--- src/rtl/result_display_fifo.sv ---
// Result FIFO with a synchronized pop push-button, 7-segment display of the head
// entry, and a sticky underflow flag shown on the decimal point.
module result_display_fifo #(
    parameter int DEPTH       = 4,
    parameter int SYNC_STAGES = 2
) (
    input  logic                   clk,
    input  logic                   rst_n,
    input  logic [3:0]             in_data,
    input  logic                   in_valid,
    output logic                   in_ready,
    input  logic                   pop_btn,
    input  logic                   clear,
    output logic [6:0]             seg,
    output logic                   dp,
    output logic [$clog2(DEPTH):0] count,
    output logic                   empty,
    output logic                   full
);
    localparam int AW = $clog2(DEPTH);
    localparam int CW = AW + 1;
    localparam logic [CW-1:0] FULL_CNT = CW'(DEPTH);

    logic [SYNC_STAGES-1:0] sync_q;
    logic                   sync_out;
    logic                   edge_q;
    logic                   pop_req;
    logic [AW-1:0]          wr_ptr;
    logic [AW-1:0]          rd_ptr;
    logic [3:0]             mem [DEPTH];
    logic [3:0]             head;
    logic                   push;
    logic                   pop;

    // Synchronizer and edge detector ignore clear; only reset touches them.
    always_ff @(posedge clk or negedge rst_n) begin
        if (!rst_n) begin
            sync_q <= '0;
            edge_q <= 1'b0;
        end else begin
            sync_q <= {sync_q[SYNC_STAGES-2:0], pop_btn};
            edge_q <= sync_out;
        end
    end

    assign sync_out = sync_q[SYNC_STAGES-1];
    assign pop_req  = sync_out && !edge_q;

    assign empty    = (count == '0);
    assign full     = (count == FULL_CNT);
    assign in_ready = !full;
    assign push     = in_valid && !full;
    assign pop      = pop_req && !empty;

    always_ff @(posedge clk or negedge rst_n) begin
        if (!rst_n) begin
            wr_ptr <= '0;
            rd_ptr <= '0;
            count  <= '0;
            dp     <= 1'b0;
        end else if (clear) begin
            wr_ptr <= '0;
            rd_ptr <= '0;
            count  <= '0;
            dp     <= 1'b0;
        end else begin
            if (push) begin
                wr_ptr <= wr_ptr + AW'(1);
            end
            if (pop) begin
                rd_ptr <= rd_ptr + AW'(1);
            end
            if (push && !pop) begin
                count <= count + CW'(1);
            end else if (pop && !push) begin
                count <= count - CW'(1);
            end
            if (pop_req && empty) begin
                dp <= 1'b1;
            end
        end
    end

    // Storage has no reset; its contents are never observed while empty.
    always_ff @(posedge clk) begin
        if (push && !clear) begin
            mem[wr_ptr] <= in_data;
        end
    end

    assign head = mem[rd_ptr];

    always_comb begin
        seg = '0;
        if (!empty) begin
            case (head)
                4'h0: seg = 7'h3F;
                4'h1: seg = 7'h06;
                4'h2: seg = 7'h5B;
                4'h3: seg = 7'h4F;
                4'h4: seg = 7'h66;
                4'h5: seg = 7'h6D;
                4'h6: seg = 7'h7D;
                4'h7: seg = 7'h07;
                4'h8: seg = 7'h7F;
                4'h9: seg = 7'h6F;
                4'hA: seg = 7'h77;
                4'hB: seg = 7'h7C;
                4'hC: seg = 7'h39;
                4'hD: seg = 7'h5E;
                4'hE: seg = 7'h79;
                default: seg = 7'h71;
            endcase
        end
    end

endmodule
--- config.mk ---
export PLATFORM = sky130hd
export DESIGN_NAME = result_display_fifo
export DESIGN_NICKNAME = d
export VERILOG_FILES = /design/src/rtl/result_display_fifo.sv
export SDC_FILE = /design/constraint.sdc
export NUM_CORES = 1
export LEC_CHECK = 0
export ABC_AREA = 1
export BUFFER_PORTS_ARGS = -buffer_cell sky130_fd_sc_hd__buf_2
export CAP_MARGIN = 30
export CORE_UTILIZATION = 60
export DETAILED_ROUTE_END_ITERATION = 7
export PLACE_DENSITY_LB_ADDON = 0.05
export SYNTH_ARGS = -nofsm -noshare
export SYNTH_HDL_FRONTEND = slang
export SYNTH_SLANG_ARGS = --single-unit
--- constraint.sdc ---
create_clock -name clk -period 4 [get_ports clk]
set_clock_uncertainty 0.15 [all_clocks]
set_input_delay 0.4 -clock clk [delete_from_list [all_inputs] [get_ports clk]]
set_output_delay 0.4 -clock clk [all_outputs]
set_load 0.005 [all_outputs]
==> metrics.cfg <==
[drt]
drt-initial-drc-count=22
wl_per_cell_um=12.5
dr.pass1.iters=4
ant_nets=0
avgViaCountPerCell=5.29
dr_total_vias=1285
drc=0
drt_wl_total_um=3040

[cts]
htreeDepth=1
cts.sinks=27
cts_setup_buffers=0
insertion_delay_ps=310
clockRootBuffer=clkbuf_4
clk_pin_slew_ps=140
cts_tree=built
cts_buffers=3
clockBufferDepth=2

[synth]
yosys.area_share.simple_pct=35.3
synth.area.mux_share_pct=0
synth_seq_cells=27
synth_commonest_cells=nand2_1, nor2_1, inv_1, edfxtp_1, nand3_1
synth-xor-area-share_pct=0.523
synth_fp_nets=208
synth_flop_cell=edfxtp_1
netlist.area_leader.share_pct=28.7
synth.yosys.warnings=0
seq_area_frac_synth_pct=45.1
synth_edf_count=16
ys_types=27
synthAdderAreaFrac_pct=8.66
synth_compound_area_share_pct=2.76
synth_area_leader_cell=edfxtp_1
synth_top_family_by_area=simple AND/OR/NAND/NOR gates
syn_inst=188
syn_area_mm2=0.00168
synthArstFlopShare_pct=40.7
syn_area_per_cell_um2=8.91
synth_most_common_cell=nand2_1
synth.area.top_cells=edfxtp_1, dfrtp_1, nand2_1, ha_1, nor2_1

[layout]
antenna_cells=0
design_area_mm2=0.00184
area_growth_pct=9.86
drive_above_1_share_pct=25.4
layout.nets=234

[timing]
worst_pin_slew_ps=544
slew-limit-headroom_pct=63.7
period_share_pct=69.0
rsz0062_at_grt=no
finalSetupTns_ps=0
final_hold_viol_count=0
fmax_ghz=0.362
min_period_ps=2760
final_max_slew_viol_count=0
finalSetupViolCount=0

[worst_setup_path]
crit_family=flip-flops
critPathArrivalTime_ps=2210
crit_fanout=10
crit_type=flip-flop to output pin
critical_path.slowest_cell=dfrtp_1
critPathBufInv=4
worst_path_largest_cell_delay_ps=710
end_kind=output pin
worstPathCellList=inv_12 -> nand2_1 -> nand3_1 -> nand2_2 -> inv_1 -> ha_1 -> inv_1 -> nand2_4 -> nand3_1 -> nand2_1 -> nor2_1 -> buf_2
required_ps=3450
cp-start-kind=flip-flop
reg2reg_setup_slack_ps=1860

[floorplan]
die_w_um=54.8
chipHeight_um=54.8
start_util_pct=65.3
num_rows=18
core-area_mm2=0.00257
dieArea_mm2=0.00301
boundaryPins=23

[flow_run]
maxCapViolations=0

[global_route]
grt_usage_pct=22.2
grt_max_degree=15
grt_overflow=0
grt_pass1_wl_um=4540
antenna_found_initial=0
grt_pass1_vias=1098

[place]
dp_hpwl_um=2400
placed_cell_area_mm2=0.00180
gp_congestion=0.869
place.port_buffers=22

[power_and_ir_drop]
power_density_mw_per_mm2=477
peakVddDrop_uv=356
power_leakage_nw=0.895

[min_path]
worstHoldPathType=primary input to flip-flop

[run_status]
status=completed

sequential cells by signal, indices dropped and copies added, names as in the netlist:
name and flops:
mem 16, count 3, rd_ptr 2, sync_q 2, wr_ptr 2, dp 1
edge_q 1
worst register-to-register path, stage by stage (launching register included):
cell      delay [ps]
dfrtp_1          460
nor2_4           160
nand2_2           80
nand2_2          100
inv_2             60
nand2_2          120
inv_1             70
fa_1             370
xor2_1           180
nand3b_1         140
nand2_1           60
nand2_1           50
nand2_1           50
cell usage in the layout, fill, tap and decap left out, drive strengths merged:
cell | synthesis | final
nand2 | 61 | 61
clkbuf | 0 | 4
nand3b | 1 | 1
buf | 2 | 22
nand4 | 3 | 3
nor3 | 1 | 1
inv | 26 | 26
fa | 1 | 1
a21oi | 3 | 3
xor2 | 1 | 1
nor2 | 26 | 26
nand3 | 20 | 20
dfrtp | 11 | 11
dlygate4sd3 | 0 | 1
ha | 10 | 10
a31oi | 1 | 1
o21ai | 5 | 5
edfxtp | 16 | 16
routing by layer:
layer  up-vias  share of wire [%]  wire (um)  GRT usage, %
li1        652                  -          -             -
met1       604                 44       1350          26.4
met2        25                 52       1570          40.0
met3         4                2.6         79          3.33
met4         0                1.3         40          8.12
met5         -                  0          0             0
worst paths after layout:
| path | cells after the start | from | endpoint |
|---|---|---|---|
| setup / recovery | 12 | rd_ptr[0]$_DFFE_PN0P_ | seg[3] |
| hold / removal | 1 | pop_btn | sync_q[0]$_DFF_PN0_ |
| setup reg to reg | 12 | count[1]$_DFFE_PN0P_ | count[2]$_DFFE_PN0P_ |
| hold reg to reg | 0 | sync_q[0]$_DFF_PN0_ | sync_q[1]$_DFF_PN0_ |
| max in group asynchronous | 2 | rst_n | rd_ptr[0]$_DFFE_PN0P_ |
| min in group asynchronous | 2 | rst_n | count[1]$_DFFE_PN0P_ |
area by class of cell:
cell class	count	area [um2]
fillers	208	727
inverters	26	110
clock buffers	4	26.3
multi-input cells	133	791
well taps	30	37.5
repair buffers	23	120
flip-flops and latches	27	756
power by group:
group          switching (mW)  leakage, nW  internal, mW
Sequential             0.0365        0.287         0.323
Clock                  0.0741       0.0150        0.0389
Combinational           0.240        0.593         0.165
timing repair:
action | CTS | global route
endpoints found under the hold margin | 11 | 0
hold buffers | 1 | 0
setup endpoints to repair | 0 | 0
resized for setup | 0 | 0
through the flow:
| step | util [%] | setup slack (ps) | hold WS, ps | instances | power (mW) |
|---|---|---|---|---|---|
| finish | 71.7 | 1240 | 36.6 | 243 | 0.878 |
| global route | 71.7 | 996 | 27.7 | 243 | 0.952 |
| detailed placement | 70.3 | 1620 | 132 | 238 | 0.772 |
| floorplan | - | 1980 | -45.6 | 188 | 0.649 |
| global placement | 70.3 | 1710 | 126 | 238 | 0.755 |
| CTS | 71.7 | 1260 | 35.4 | 243 | 0.880 |
kinds of logic (layout without fill, tap and decap cells):
| group | after synthesis | count (layout) |
|---|---|---|
| AO/OA/AOI/OAI | 9 | 9 |
| XOR/XNOR | 1 | 1 |
| adder cells (fa/ha/maj) | 11 | 11 |
| buffers and inverters | 28 | 53 |
| flip-flops | 27 | 27 |
| AND/OR/NAND/NOR | 112 | 112 |
(Power assumes the default switching activity.)
